## src/rtl/lsu_pkg.sv

```systemverilog
// Shared encodings and helpers for the load/store unit: access sizes, FSM
// states, byte-strobe generation, misalignment test and load extension.
package lsu_pkg;

  localparam logic [1:0] SZ_B = 2'd0;
  localparam logic [1:0] SZ_H = 2'd1;
  localparam logic [1:0] SZ_W = 2'd2;
  localparam logic [1:0] SZ_D = 2'd3;

  typedef enum logic [1:0] {
    ST_IDLE  = 2'd0,
    ST_ISSUE = 2'd1,
    ST_WAIT  = 2'd2,
    ST_RESP  = 2'd3
  } lsu_state_e;

  // Strobes for an 8-lane bus; narrower buses truncate the result.
  function automatic logic [7:0] lsu_wmask(input logic [1:0] size, input logic [2:0] off);
    logic [7:0] base;
    case (size)
      SZ_B:    base = 8'h01;
      SZ_H:    base = 8'h03;
      SZ_W:    base = 8'h0F;
      default: base = 8'hFF;
    endcase
    return base << off;
  endfunction

  function automatic logic lsu_misaligned(input logic [1:0] size, input logic [2:0] lo);
    case (size)
      SZ_B:    return 1'b0;
      SZ_H:    return lo[0];
      SZ_W:    return |lo[1:0];
      default: return |lo[2:0];
    endcase
  endfunction

  // Selects the low 8<<size bits of an already lane-0-aligned value and extends to 64.
  function automatic logic [63:0] lsu_load_ext(input logic [63:0] v, input logic [1:0] size,
                                               input logic uns);
    case (size)
      SZ_B:    return uns ? {56'd0, v[7:0]}  : {{56{v[7]}},  v[7:0]};
      SZ_H:    return uns ? {48'd0, v[15:0]} : {{48{v[15]}}, v[15:0]};
      SZ_W:    return uns ? {32'd0, v[31:0]} : {{32{v[31]}}, v[31:0]};
      default: return v;
    endcase
  endfunction

endpackage

```

## src/rtl/lsu_mem_ctrl_load_align.sv

```systemverilog
// Combinational load alignment: shift the bus word down by the byte offset,
// then select and sign/zero-extend the accessed field to XLEN.
module lsu_load_align
  import lsu_pkg::*;
#(
  parameter int XLEN  = 64,
  parameter int OFF_W = $clog2(XLEN/8)
) (
  input  logic [XLEN-1:0]  i_rdata,
  input  logic [OFF_W-1:0] i_off,
  input  logic [1:0]       i_size,
  input  logic             i_uns,
  output logic [XLEN-1:0]  o_data
);

  logic [XLEN-1:0] w_shift;

  assign w_shift = i_rdata >> {i_off, 3'b000};
  // Extension is done at 64 bits; on a 32-bit datapath the word case then
  // truncates back to the original value.
  assign o_data  = XLEN'(lsu_load_ext(64'(w_shift), i_size, i_uns));

endmodule

```

## src/rtl/lsu_mem_ctrl.sv

```systemverilog
// Load/store unit front end: captures one request, drives an aligned bus
// transaction with byte strobes, and returns extended load data or an error.
module lsu_mem_ctrl
  import lsu_pkg::*;
#(
  parameter int XLEN   = 64,
  parameter int ADDR_W = 32,
  parameter int STRB_W = XLEN/8
) (
  input  logic              clk,
  input  logic              rst,
  input  logic              req_valid,
  output logic              req_ready,
  input  logic              req_we,
  input  logic [1:0]        req_size,
  input  logic              req_unsigned,
  input  logic [ADDR_W-1:0] req_addr,
  input  logic [XLEN-1:0]   req_wdata,
  output logic              resp_valid,
  input  logic              resp_ready,
  output logic [XLEN-1:0]   resp_rdata,
  output logic              resp_err,
  output logic              mem_valid,
  input  logic              mem_ready,
  output logic              mem_we,
  output logic [ADDR_W-1:0] mem_addr,
  output logic [XLEN-1:0]   mem_wdata,
  output logic [STRB_W-1:0] mem_wmask,
  input  logic              mem_rvalid,
  input  logic [XLEN-1:0]   mem_rdata
);

  localparam int OFF_W = $clog2(STRB_W);

  lsu_state_e        r_state, w_next;
  logic              r_we, r_uns, r_err;
  logic [1:0]        r_size;
  logic [OFF_W-1:0]  r_off;
  logic [ADDR_W-1:0] r_addr;
  logic [XLEN-1:0]   r_wdata, r_rdata;
  logic [STRB_W-1:0] r_wmask;

  logic              w_accept, w_bad;
  logic [OFF_W-1:0]  w_off;
  logic [STRB_W-1:0] w_mask;
  logic [XLEN-1:0]   w_wshift, w_load;

  assign w_accept = req_valid && req_ready;
  assign w_off    = req_addr[OFF_W-1:0];
  assign w_bad    = lsu_misaligned(req_size, req_addr[2:0]) || (req_size == SZ_D && XLEN == 32);
  assign w_mask   = STRB_W'(lsu_wmask(req_size, 3'(w_off)));
  assign w_wshift = req_wdata << {w_off, 3'b000};

  // Handshake outputs decode straight from state so reset drops them at once.
  assign req_ready  = (r_state == ST_IDLE);
  assign mem_valid  = (r_state == ST_ISSUE);
  assign resp_valid = (r_state == ST_RESP);
  assign mem_we     = r_we;
  assign mem_addr   = r_addr;
  assign mem_wdata  = r_wdata;
  assign mem_wmask  = r_wmask;
  assign resp_rdata = r_rdata;
  assign resp_err   = r_err;

  always_ff @(posedge clk or posedge rst) begin
    if (rst) r_state <= ST_IDLE;
    else     r_state <= w_next;
  end

  always_comb begin
    w_next = r_state;
    case (r_state)
      ST_IDLE:  if (req_valid)  w_next = w_bad ? ST_RESP : ST_ISSUE;
      ST_ISSUE: if (mem_ready)  w_next = r_we ? ST_RESP : ST_WAIT;
      ST_WAIT:  if (mem_rvalid) w_next = ST_RESP;
      ST_RESP:  if (resp_ready) w_next = ST_IDLE;
      default:                  w_next = ST_IDLE;
    endcase
  end

  always_ff @(posedge clk or posedge rst) begin
    if (rst) begin
      r_we    <= 1'b0;
      r_uns   <= 1'b0;
      r_err   <= 1'b0;
      r_size  <= SZ_B;
      r_off   <= '0;
      r_addr  <= '0;
      r_wdata <= '0;
      r_wmask <= '0;
      r_rdata <= '0;
    end else if (w_accept) begin
      r_we    <= req_we;
      r_uns   <= req_unsigned;
      r_err   <= w_bad;
      r_size  <= req_size;
      r_off   <= w_off;
      r_addr  <= {req_addr[ADDR_W-1:OFF_W], OFF_W'(0)};
      r_wdata <= w_wshift;
      r_wmask <= req_we ? w_mask : '0;
      r_rdata <= '0;
    end else if (r_state == ST_WAIT && mem_rvalid) begin
      r_rdata <= w_load;
    end
  end

  lsu_load_align #(.XLEN(XLEN), .OFF_W(OFF_W)) u_align (
    .i_rdata (mem_rdata),
    .i_off   (r_off),
    .i_size  (r_size),
    .i_uns   (r_uns),
    .o_data  (w_load)
  );

endmodule
```

## config.mk

```make
export PLATFORM = sky130hd
export DESIGN_NAME = lsu_mem_ctrl
export DESIGN_NICKNAME = d
export VERILOG_FILES = /design/src/rtl/lsu_pkg.sv /design/src/rtl/lsu_mem_ctrl_load_align.sv /design/src/rtl/lsu_mem_ctrl.sv
export SDC_FILE = /design/constraint.sdc
export NUM_CORES = 1
export LEC_CHECK = 0
export CAP_MARGIN = 20
export CORE_MARGIN = 2
export CORE_UTILIZATION = 41
export DETAILED_ROUTE_END_ITERATION = 10
export DONT_BUFFER_PORTS = 1
export GPL_ROUTABILITY_DRIVEN = 0
export GPL_TIMING_DRIVEN = 0
export HOLD_SLACK_MARGIN = 0.15
export PLACE_DENSITY = 0.56
export SYNTH_ARGS = -nofsm -noshare
export SYNTH_HDL_FRONTEND = slang
export SYNTH_HIERARCHICAL = 1
export SYNTH_SLANG_ARGS = --single-unit
```

## constraint.sdc

```tcl
create_clock -name clk -period 7.2 [get_ports clk]
set_input_delay 1.8 -clock clk [delete_from_list [all_inputs] [get_ports clk]]
set_output_delay 1.8 -clock clk [all_outputs]
set_load 0.1 [all_outputs]
```

==> results.md, run 1 <==
- For this design, the CTS-stage hold fixing added 0 buffers.
- STA classifies the critical path startpoint as a flip-flop.
- The largest net degree at the start of global routing is 110.
- The prevailing post-synth register cell is sky130_fd_sc_hd__dfrtp_1.
- The worst hold path passes through 2 cells.
- The total CTS buffers is 17.
- At the worst endpoint, the arrival time is 1.90 ns.
- The sequential cells in the finished layout cover a total of 0.004379 mm².
- The buffer depth of the longest clock path is 2.
- The vertical die dimension is 163.3 µm.
- The number of gates resized after CTS was 0.
- In this run the post-CTS setup repair buffer count came out at 0.
- After layout, the worst path uses 51.43% of the clock period.
- Once placement completed, the tool counted placed cells totaling 1366.
- The fraction of the yosys area taken by sequential cells is 42.09%.
- After synthesis, the share of flip-flops with an asynchronous set or reset is 100.0%.
- The depth of the worst register-to-register path is 7.
- The path with the worst hold slack has its endpoint at r_size[1].
- The count of nets left with antenna violations once routing finished came out at 0.
- The headroom to the max-slew limit is 26.31%.
- The synthesis-stage register bit count is 175.
- In the layout the commonest cells are sky130_fd_sc_hd__nand2_1, sky130_fd_sc_hd__dfrtp_1, sky130_fd_sc_hd__mux2i_1.
- Measured along the x axis, the die boundary spans 163.3 µm.
- The count of distinct cell types in the synthesized netlist is 59.
- The die covers 0.02667 mm².
- Setup repair after global routing left no endpoint under its margin.
- In the routed layout, each cell is associated on average with a via count of 6.315.
- For this block, the routed nets add up to 38520 µm of wire.
- The endpoint identified for the worst register-to-register timing path is mem_wdata[48].
- The type of the worst setup path is reg2out.
- The run finished with clean final reports.
- Yosys mapped a number of flops with a built-in enable equal to 0.
- The origin of the worst min-delay path is r_size[1].
- The actual slew at the worst max-slew pin is 1.105 ns.
- The overall global routing resource usage is 28.72%.
- The cell count after synthesis is 1033.
- The starting density of the core is 41.55%.
- Once placement finished, the instance area stood at 0.01086 mm².
- Max-cap violations in this run came to 0.
- Summing over every cut layer, the via total after detailed routing is 8828.
- In the final layout, the multi-input gates occupy 0.005391 mm².
- The count of endpoints failing hold in the final timing report is 0.
- The clock tree skew after final layout is 0.01631 ns.
- The type of element capturing the critical path is a primary output.
- The half-perimeter wire length after placement is 29220 µm.
- The count of warnings emitted by yosys is 6.
- The first routing iteration left 1036 violations.
- After routing the design area is 0.01143 mm².
- The reg-to-reg startpoint is r_state[0].
- The synthesized cell area is 0.01040 mm².
- Leaving out fill and tap cells, the most frequent cell in the layout is sky130_fd_sc_hd__nand2_1.
- The critical-path maximum fanout is 5.
- Pin placement for this block handled 343 I/O pins.
- The total number of H-tree levels is 4.
- The sum of overflow across all layers after global routing is 0.
- The worst-skew pair later-pin latency is 0.44 ns.
- Of the cells placed in the final design, the portion with a size suffix greater than 1 is 14.70%.
- The max-slew violation total from the final report is 0.
- The core box area is 0.02504 mm².
- For this run, the top clock speed supported by timing is 0.2701 GHz.
- The shortest clock period the worst path allows after layout is 3.703 ns.
- The length of the first detailed-routing pass in iterations is 5.
- In this run the worst hold path is classified as reg2reg.
- The worst path required time is 5.40 ns.
- TritonCTS built the clock tree.
- The number of nets in the layout is 1230.
- The register-to-register setup slack is 4.15 ns.
- On the final layout, the worst hold slack is 0.4734 ns.
- The via count of the first global-routing pass was 8623.
- The number of DRC violations after detailed routing is 0.
- The clock transition at the registers of the reported paths is 0.07 ns.
- The non-filler instance count after layout is 1398.
- The count of endpoints failing setup in the final report is 0.
- The number of buffers inserted by port buffering is 0.
- The wire length of the first global-routing pass is 57140 µm.
- The synthesized area per cell is 10.07 µm².
- Dividing the detail-routed wire length by the instance count gives 27.55 µm.
- In this run the core area contains 58 standard-cell rows.
- The initial antenna violation count is 0.
- The repair_antennas step left the layout with diodes totalling 0.
- The TritonCTS sink count is 175.
- The growth of design area from synthesis to finish is 9.898%.
- After filler insertion, the fill cell instance count of the layout stands at 2391.
- The tree is rooted in a sky130_fd_sc_hd__clkbuf_16.
## logic make-up after synthesis
logic type                 synth area share [%]
and+or+nand+nor                           13.95
other                                   0.03604
muxes                                     16.69
AOI/OAI and AO/OA                         20.47
DFF                                       42.09
buffers and inverters                     6.157
adders and majority gates                0.6013
## worst max-delay path by stage
stage | cells after the start | end | start | slack [ns]
5_1_grt | 2 | req_ready | r_state[0] | 3.40
2_1_floorplan | 1 | mem_addr[10] | rst | 0.65
6_report | 2 | req_ready | r_state[0] | 3.50
3_3_place_gp | 1 | mem_wdata[1] | rst | -1.46
4_1_cts | 2 | req_ready | r_state[0] | 3.47
3_5_place_dp | 5 | mem_wdata[43] | req_valid | 3.82
## worst max-delay path: stages (launching register included)
cell and delay (ns):
sky130_fd_sc_hd__dfrtp_1 0.41, sky130_fd_sc_hd__inv_1 0.15, sky130_fd_sc_hd__ha_1 0.92
## cell type report
| cell class | count | share of cell area, % |
|---|---|---|
| inverter | 6 | 0.2626 |
| tap | 330 | 3.611 |
| sequential | 175 | 38.30 |
| timing repair buffer | 1 | 0.2408 |
| clock buffer | 17 | 3.721 |
| clock inverter | 15 | 1.302 |
| buffer | 104 | 5.406 |
| multi-input combinational | 750 | 47.15 |
## state kept, by name, indices dropped and copies added (netlist names)
signal and count:
mem_addr 29, r_state 2, r_uns 1, r_off 3, mem_we 1, resp_rdata 64
mem_wdata 64, mem_wmask 8, r_size 2, resp_err 1
## layer usage
metal  global-route usage, %  part of all wire [%]  up-vias
li1                        -                     -     3886
met1                   40.18                    41     4260
met2                   43.11                    44      612
met3                   8.304                    12       70
met4                   8.568                   2.6        0
met5                       0                     0        -
## cell usage after synthesis, types with 4 or more instances
library cell | count | area, µm²
sky130_fd_sc_hd__nand2_1 | 198 | 743.2
sky130_fd_sc_hd__dfrtp_1 | 175 | 4379
sky130_fd_sc_hd__mux2i_1 | 88 | 880.8
sky130_fd_sc_hd__a22o_1 | 81 | 709.4
sky130_fd_sc_hd__a21oi_1 | 38 | 190.2
sky130_fd_sc_hd__buf_2 | 31 | 155.2
sky130_fd_sc_hd__nor2_1 | 31 | 116.4
sky130_fd_sc_hd__clkbuf_1 | 29 | 108.9
sky130_fd_sc_hd__o21ai_1 | 28 | 140.1
sky130_fd_sc_hd__nand4_1 | 26 | 162.7
sky130_fd_sc_hd__mux4_2 | 25 | 563.0
sky130_fd_sc_hd__buf_4 | 24 | 180.2
sky130_fd_sc_hd__o211ai_1 | 22 | 165.2
sky130_fd_sc_hd__a22oi_1 | 21 | 157.7
sky130_fd_sc_hd__nand3_1 | 19 | 95.09
sky130_fd_sc_hd__a211oi_1 | 17 | 127.6
sky130_fd_sc_hd__mux2_2 | 16 | 180.2
sky130_fd_sc_hd__o2111ai_1 | 16 | 140.1
sky130_fd_sc_hd__buf_6 | 13 | 146.4
sky130_fd_sc_hd__nor2b_1 | 13 | 81.33
sky130_fd_sc_hd__o21ai_0 | 11 | 55.05
sky130_fd_sc_hd__mux2_1 | 10 | 112.6
sky130_fd_sc_hd__nand3b_1 | 9 | 67.56
sky130_fd_sc_hd__o2bb2ai_1 | 9 | 78.83
sky130_fd_sc_hd__a221o_1 | 8 | 80.08
sky130_fd_sc_hd__nand2b_1 | 8 | 50.05
sky130_fd_sc_hd__o221ai_1 | 8 | 70.07
sky130_fd_sc_hd__buf_1 | 6 | 22.52
sky130_fd_sc_hd__ha_1 | 5 | 62.56
sky130_fd_sc_hd__inv_1 | 5 | 18.77
sky130_fd_sc_hd__o21a_1 | 4 | 30.03
## through the flow
step                      TNS [ns]  util [%]  setup WS [ns]
after CTS                        0     45.67          3.471
after detailed placement         0     43.37          3.815
final                            0     45.67          3.497
after global routing             0     45.67          3.400
after global placement     -252.40     43.23         -1.462
after floorplan                  0         -         0.6548
Power of run 1 is not shown: default switching activity piles up to over one toggle a cycle in this logic, so the estimate is an artifact.
==> inputs of run 2 (changes only) <==
- PLACE_DENSITY: 0.56 -> 0.58
- clock period: 7.2 -> 3.1 ns (I/O delays scaled with it)
==> run 2 against run 1 <==
Register-to-register slack got worse by 3.7 ns. Clock skew fell by 0.0035 ns. Cell area rose by 0.38%. Die area did not move. Wire length barely moved. Clock-buffer cell count rose by 2. Highest routed layer unchanged.
==> results.md, run 2 (synthesis results as in run 1) <==
- The flow ran to the end, and the final reports show no timing, DRC or antenna violations.
- The type of the worst setup path is reg2out.
- The initial utilization of the core area, before any placement, comes to 41.55%.
- The repair_antennas step left the layout with diodes totalling 0.
- The clock transition at the registers of the reported paths is 0.07 ns.
- Buffers placed on the I/O ports in this run total 0.
- The core box area is 0.02504 mm².
- Once the clock tree was built, the setup fixing pass inserted 0 buffers.
- The cell count after placement is 1369.
- The reg-to-reg startpoint is r_state[0].
- The number of max-capacitance violations reported is 0.
- The top cell types in the final layout, fill and taps aside, are sky130_fd_sc_hd__nand2_1, sky130_fd_sc_hd__dfrtp_1, sky130_fd_sc_hd__mux2i_1.
- The count of endpoints failing hold in the final timing report was 0.
- Hold is met by 0.3544 ns.
- The full die area is 0.02667 mm².
- Before antenna repair, the detailed router went through 6 iterations.
- The critical-path maximum fanout is 5.
- The row count is 58.
- The residual antenna-violating net count after detailed routing is 0.
- From bottom edge to top edge, the die measures 163.3 µm.
- In the global route stage, overall resource usage came out at 28.60%.
- The H-tree generated during clock tree synthesis spans 4 levels.
- In this run, CTS created clock tree buffers numbering 17.
- The half-perimeter wire length after placement is 29500 µm.
- The actual slew at the worst max-slew pin is 1.049 ns.
- The buffer depth of the longest clock path is 2.
- The number of nets in the layout is 1233.
- The clock tree skew after final layout is 0.01282 ns.
- Counting every sink on the clock net gives 175.
- The detailed router finished its first iteration with 853 violations.
- Setup repair after global routing left no endpoint under its margin.
- The instance area after placement is 0.01091 mm².
- Compared with the post-synthesis result, the final layout area differs by 10.32%.
- The upper clock frequency limit is 0.3812 GHz.
- Summed over all failing endpoints, the final setup total negative slack is 0 ns.
- After detailed routing, the total wire length is 38550 µm.
- After detailed routing, the number of remaining DRC violations is 0.
- The initial antenna violation count is 0.
- In the final routed layout, each cell accounts on average for 27.51 µm.
- The I/O pin count is 343.
- The headroom to the max-slew limit is 30.09%.
- The first global-routing pass estimated 56950 µm of wire.
- After detailed routing, the number of vias per cell comes to 6.350.
- Setup violations remaining at the end of the flow were counted as 0.
- The worst path in the final design needs a cycle of 2.623 ns, including I/O delays and setup.
- The share of final-layout standard cells stronger than drive strength 1 is 14.94%.
- The via total after detailed routing is 8896.
- Leaving out fill and tap cells, the most frequent cell in the layout is sky130_fd_sc_hd__nand2_1.
- After routing the design area is 0.01148 mm².
- The worst setup path is launched from a flip-flop.
- The die boundary width is 163.3 µm.
- The launch point of the critical path is r_state[1].
- The sum of overflow across all layers after global routing is 0.
- The CTS tree is done.
- The root buffer cell is sky130_fd_sc_hd__clkbuf_16.
- The clock reaches the later pin of the worst-skew pair after 0.43 ns.
- The class of the most critical hold timing path is in2async.
- The via count of the first global-routing pass is 8748.
- After the flow finishes, the layout carries non-filler instances totaling 1401.
- STA classifies the critical path endpoint as a primary output.
- The largest net degree at the start of global routing is 42.
- STA puts the critical path data required time at 2.32 ns.
- Data on the critical path arrives at its endpoint at 1.85 ns.
- The max-slew violation total from the final report is 0.
- The final period utilization is 84.62%.
-- run 2: worst paths after layout --
| path | end | depth (start not counted) | slack (ns) |
|---|---|---|---|
| worst min register to register | r_off[0] | 2 | 0.48 |
| worst min-delay path | mem_addr[29] | 1 | 0.35 |
| min in group clk | mem_addr[8] | 2 | 0.44 |
| worst max register to register | mem_wdata[48] | 7 | 0.48 |
| worst max-delay path | mem_valid | 2 | 0.48 |
| max in group asynchronous | mem_addr[27] | 3 | 1.80 |
-- run 2: worst max-delay path, stage by stage (launching register included) --
cell	delay, ns
sky130_fd_sc_hd__dfrtp_1	0.43
sky130_fd_sc_hd__inv_1	0.12
sky130_fd_sc_hd__ha_1	0.86
-- run 2: final cells by class --
type | count | area, µm²
repair buffers | 4 | 80.08
well taps | 330 | 412.9
clock inverters | 13 | 123.9
flip-flops and latches | 175 | 4379
inverters | 6 | 26.28
clock buffers | 19 | 442.9
plain buffers | 104 | 618.1
multi-input cells | 750 | 5394
fillers | 2419 | 13560
-- run 2: repair_timing --
item	in CTS	in global routing
endpoints found under the setup margin	0	1
gates resized for setup	0	1
hold buffers	0	0
-- run 2: per-stage QoR --
stage / utilization, % / setup WS, ns
2_1_floorplan: - / 0.08635
3_3_place_gp: 43.25 / -0.9273
3_5_place_dp: 43.57 / 0.1547
4_1_cts: 45.83 / 0.1319
5_1_grt: 45.84 / 0.3548
6_report: 45.84 / 0.4767
-- run 2: routing by layer --
metal  global-route usage (%)  vias up  wire length [µm]
li1                         -     3874                 -
met1                    37.26     4337             15040
met2                    43.61      600             17270
met3                    10.79       85              4996
met4                    9.936        0              1237
met5                        0        -                 0
Power of run 2 is left out for the same reason.
==> inputs of run 3 (changes only) <==
- PLACE_DENSITY: 0.58 -> 0.56
- clock period: 3.1 -> 2.5 ns (I/O delays scaled with it)
==> run 3 against run 2 <==
Via count fell by 0.19%. Global-route usage grew 0.43 points. Final cell count about the same. Sequential share of layout area shrank 0.19 points. Critical path type is now reg2reg. Critical path depth is 5 higher. Worst setup slack got worse by 0.42 ns. Flip-flop and latch count unchanged. Wire length up 1.8%. Cell area rose by 0.49%. Clock-buffer cell count fell by 1. Die area unchanged.
==> results.md, run 3 (synthesis results as in run 1) <==
- The data arrival time at the worst-slack endpoint is 2.77 ns.
- The core box area is 0.02504 mm².
- The non-filler instance count after layout is 1402.
- After clock tree synthesis, the clock-pin slew on the worst setup and hold paths is 0.08 ns.
- The largest net degree at the start of global routing is 43.
- The overall global routing resource usage is 29.03%.
- Once the floorplan was initialized, standard cells occupied 41.55% of the core.
- The count of endpoints failing setup in the final report is 0.
- The share of final-layout standard cells stronger than drive strength 1 is 15.30%.
- The tightest hold path in the finished design has a slack of 0.2761 ns.
- For the final routed database, the setup TNS stands at 0 ns.
- The cell count after placement is 1369.
- The type of element capturing the critical path is a flip-flop.
- The floorplan step set the die width to 163.3 µm.
- The area taken by multi-input logic gates is 0.005406 mm².
- The antenna cell count is 0.
- The sum of overflow across all layers after global routing is 0.
- The core occupancy in the finished layout is 46.07%.
- The initial antenna violation count came to 1.
- The CTS tree is done.
- For this design, the sink count on the clock tree is 175.
- The half-perimeter wire length after placement is 29700 µm.
- The smallest clock period supported by the final layout is computed as 2.444 ns.
- For this block, the initial DRC count from the detailed router was 792.
- The number of DRC violations after detailed routing is 0.
- The root buffer cell is sky130_fd_sc_hd__clkbuf_16.
- The count of endpoints failing hold in the final timing report is 0.
- The first global-routing pass estimated 57700 µm of wire.
- The library cell used most frequently in the layout, excluding fill and tap cells, is sky130_fd_sc_hd__nand2_1.
- The total wirelength of the detailed-routed design is 39240 µm.
- The number of fillers in the final layout is 2404.
- The critical path in this run is classified as reg2reg.
- The via count of the first global-routing pass is 8773.
- The total area of sequential cells is 0.004379 mm².
- The full die area is 0.02667 mm².
- The residual antenna-violating net count after detailed routing is 0.
- Of the available clock period, the critical path in the final layout requires 97.78%.
- Across the run, the number of max-cap violations was 0.
- After floorplanning, the core was divided into 58 placement rows.
- The number of setup buffers added after CTS is 0.
- The worst-skew pair later-pin latency is 0.45 ns.
- The critical-path maximum fanout is 10.
- The clock arrives with 0.01638 ns of skew.
- The actual slew at the worst max-slew pin is 1.055 ns.
- The mean routed wirelength per cell is 27.99 µm.
- The headroom to the max-slew limit is 29.69%.
- The max-slew violation total from the final report is 0.
- The total number of H-tree levels is 4.
- After detailed routing, the number of vias per cell comes to 6.333.
- The number of nets in the layout is 1234.
- In this run the tool buffered the top-level ports with 0 buffer cells.
- The detailed router placed 8879 vias in this run.
- The upper clock frequency limit is 0.4091 GHz.
- The longest clock path from root to sink contains 2 buffers.
- Leaving out fill and tap cells, the most frequent cells in the layout are sky130_fd_sc_hd__nand2_1, sky130_fd_sc_hd__dfrtp_1, sky130_fd_sc_hd__mux2i_1.
- The die is 163.3 µm tall.
- The type of element launching the critical path is a flip-flop.
- The min-delay analysis places its worst path in the category in2reg.
- The run finished with clean final reports.
- The total CTS buffers is 17.
- At the worst endpoint, the required time is 2.83 ns.
- 343 I/O pins were placed.
- The growth of design area from synthesis to finish is 10.86%.
- Setup repair after global routing left no endpoint under its margin.
- The length of the first detailed-routing pass in iterations is 5.
[run 3: layout make-up]
class | instances | area share, %
plain buffers | 104 | 5.392
clock buffers | 18 | 3.721
clock inverters | 14 | 1.454
inverters | 6 | 0.2278
multi-input cells | 750 | 46.88
flip-flops and latches | 175 | 37.97
well taps | 330 | 3.580
repair buffers | 5 | 0.7811
[run 3: metrics by stage]
step                      setup WS, ns  cell area (µm²)
after floorplan                -0.3637            10420
after global routing           0.03861            11530
after CTS                      0.02984            11520
after detailed placement       -0.5577            10910
final                          0.05556            11530
after global placement          -1.459            10830
[run 3: metal layers]
metal	part of all wire, %	wire (µm)	track usage (%)
met1	41	16150	38.79
met2	44	17220	43.59
met3	12	4606	10.54
met4	3.2	1251	9.694
met5	0.033	13	0
[run 3: worst max-delay path: stages, from the launching register on]
cell and delay (ns):
sky130_fd_sc_hd__dfrtp_1 0.35, sky130_fd_sc_hd__buf_4 0.15, sky130_fd_sc_hd__buf_6 0.19, sky130_fd_sc_hd__buf_4 0.26, sky130_fd_sc_hd__mux2i_1 0.48, sky130_fd_sc_hd__mux2i_1 0.33, sky130_fd_sc_hd__mux2_2 0.37, sky130_fd_sc_hd__a22o_1 0.21
[run 3: repair_timing]
item                                   in CTS  in global routing
endpoints found under the hold margin      25                  0
gates resized for setup                     5                  1
setup endpoints to repair                 175                119
hold buffers                                1                  0
[run 3: worst paths after layout]
| path | startpoint | to | slack (ns) | cells after the start |
|---|---|---|---|---|
| worst max register to register | r_off[0] | resp_rdata[6] | 0.06 | 7 |
| worst min-delay path | req_addr[15] | mem_addr[15] | 0.28 | 2 |
| worst min register to register | r_off[0] | r_off[0] | 0.49 | 2 |
| max in group asynchronous | rst | mem_wdata[63] | 0.63 | 5 |
| worst max-delay path | r_off[0] | resp_rdata[6] | 0.06 | 7 |
| min in group asynchronous | rst | mem_addr[30] | 0.74 | 2 |
Power of run 3 is left out for the same reason.
==> RTL change (config.mk and constraints of run 3) <==
The 4 states of `lsu_state_e` get a one-hot encoding in 4 bits.
--- a/src/rtl/lsu_pkg.sv
+++ b/src/rtl/lsu_pkg.sv
@@ -8,9 +8,9 @@
   localparam logic [1:0] SZ_D = 2'd3;
 
-  typedef enum logic [1:0] {
-    ST_IDLE  = 2'd0,
-    ST_ISSUE = 2'd1,
-    ST_WAIT  = 2'd2,
-    ST_RESP  = 2'd3
+  typedef enum logic [3:0] {
+    ST_IDLE  = 4'b0001,
+    ST_ISSUE = 4'b0010,
+    ST_WAIT  = 4'b0100,
+    ST_RESP  = 4'b1000
   } lsu_state_e;
 
Formal check against the unedited RTL: same outputs for any inputs over 4 cycles, from zero or initial values and one cycle with rst high; so few cycles prove little.
==> RTL change against run 3 <==
Final cell count decreased by 2.0%; non-clock buffer count down 1; sequential cell count rose by 2; area after synthesis up 0.96%; clock skew shrank 0.0053 ns; sequential share of layout area is essentially flat; via count is 1.6% lower; wire length fell by 2.3%; worst setup slack better by 0.018 ns; design area is 1.2% higher; die area is 0.94% higher; critical path type is now register to output port; largest cell class unchanged; highest routed layer is now met4.
==> RTL change: results (changes against run 3) <==
outcome:
  status: "complete, no violations"
hold_path:
  min-delay-start: "mem_rvalid"
  min_path_cells: 1  # -1
  holdPathEnd: "r_state[2]"
setup_path:
  cp_top_family: "simple AND/OR/NAND/NOR gates"
  crit_path_start: "r_state[2]"
  endpoint: "resp_valid"
  cp.arrival_ns: 1.80  # -0.97 ns
timing:
  skew_ns: 0.0111  # -0.00527 ns
final_layout:
  finalNetCount: 1201  # -2.7%
  drive_gt1_share_pct: 19.0  # +3.7 points
detailed_routing:
  drt_iter0_drc: 904  # +14%
  wirelength_mm: 38.4  # -2.3%
  wl_met2_mm: 17.0  # -1.4%
  wl_met3_mm: 4.89  # +6.1%
  top_layer_used: "met4"
placement:
  place_area_um2: 11000  # +1.2%
  dp_hpwl_mm: 29.9  # +0.68%
logic_synthesis:
  synth_common_cells: "nand2_1, dfrtp_1, mux2i_1, a22o_1, buf_2"
  ys_top_cells_by_area: "dfrtp_1, mux4_2, mux2i_1"
  synth_cell_types: 58  # -1.7%
  seq_area_frac_synth_pct: 42.2  # +0.087 points
global_route:
  grtUsageMet2_pct: 43.2  # -0.35 points
  grt_pass1_vias: 8704  # -0.79%
  track_usage_pct: 28.4  # -0.67 points
  grt_pass1_wl_mm: 56.3  # -2.5%
-- RTL change: cell count changes after synthesis, moves of 20 or more --
cell,run 3,this run
a21oi_1,38,5
buf_2,31,58
o21ai_0,11,37
o21ai_1,28,2
clkbuf_1,29,9
nand2_1,198,218
-- RTL change: layout make-up --
type | instances | area share (%)
Tap cell | 330 | 3.54
Timing Repair Buffer | 6 | 0.943
Clock buffer | 17 | 3.64
Inverter | 6 | 0.257
Sequential cell | 177 | 38.0
Multi-Input combinational cell | 721 | 46.8
Clock inverter | 14 | 1.52
Buffer | 102 | 5.33
Antenna cell | 1 | 0.0214
-- RTL change: per-stage QoR --
stage               hold slack (ns)  power [mW]  TNS (ns)  setup WS (ns)  cells
floorplan                     0.445        14.2    -68.78         -0.391   1006
global placement              0.467        15.9   -246.56          -1.42   1336
detailed placement            0.468        16.0         0          0.208   1341
CTS                           0.274        18.8         0        0.00426   1373
global route                  0.279        19.6         0         0.0122   1373
finish                        0.293        18.8         0         0.0739   1374
-- RTL change: cell families after synthesis --
| group | after synthesis | synth area share (%) |
|---|---|---|
| xor+xnor | 1 | 0.0834 |
| other cells | 1 | 0.0357 |
| simple gates | 332 | 14.3 |
| buf+inv | 108 | 6.13 |
| mux | 139 | 18.3 |
| flops | 177 | 42.2 |
| compound gates | 246 | 19.0 |
-- RTL change: repair_timing --
| item | CTS | global route |
|---|---|---|
| hold endpoints to repair | 15 | 0 |
| endpoints found under the setup margin | 3 | 1 |
| pin swaps | 1 | 1 |
| gates resized for setup | 4 | 0 |
| hold buffers | 1 | 0 |
-- RTL change: power breakdown --
group          total (mW)  leakage [nW]  internal [mW]  switching (mW)
clock                2.81         0.286           1.51            1.31
sequential           9.97          2.33           3.55            6.41
combinational        6.05          2.69           2.43            3.62
total                18.8          5.31           7.49            11.3
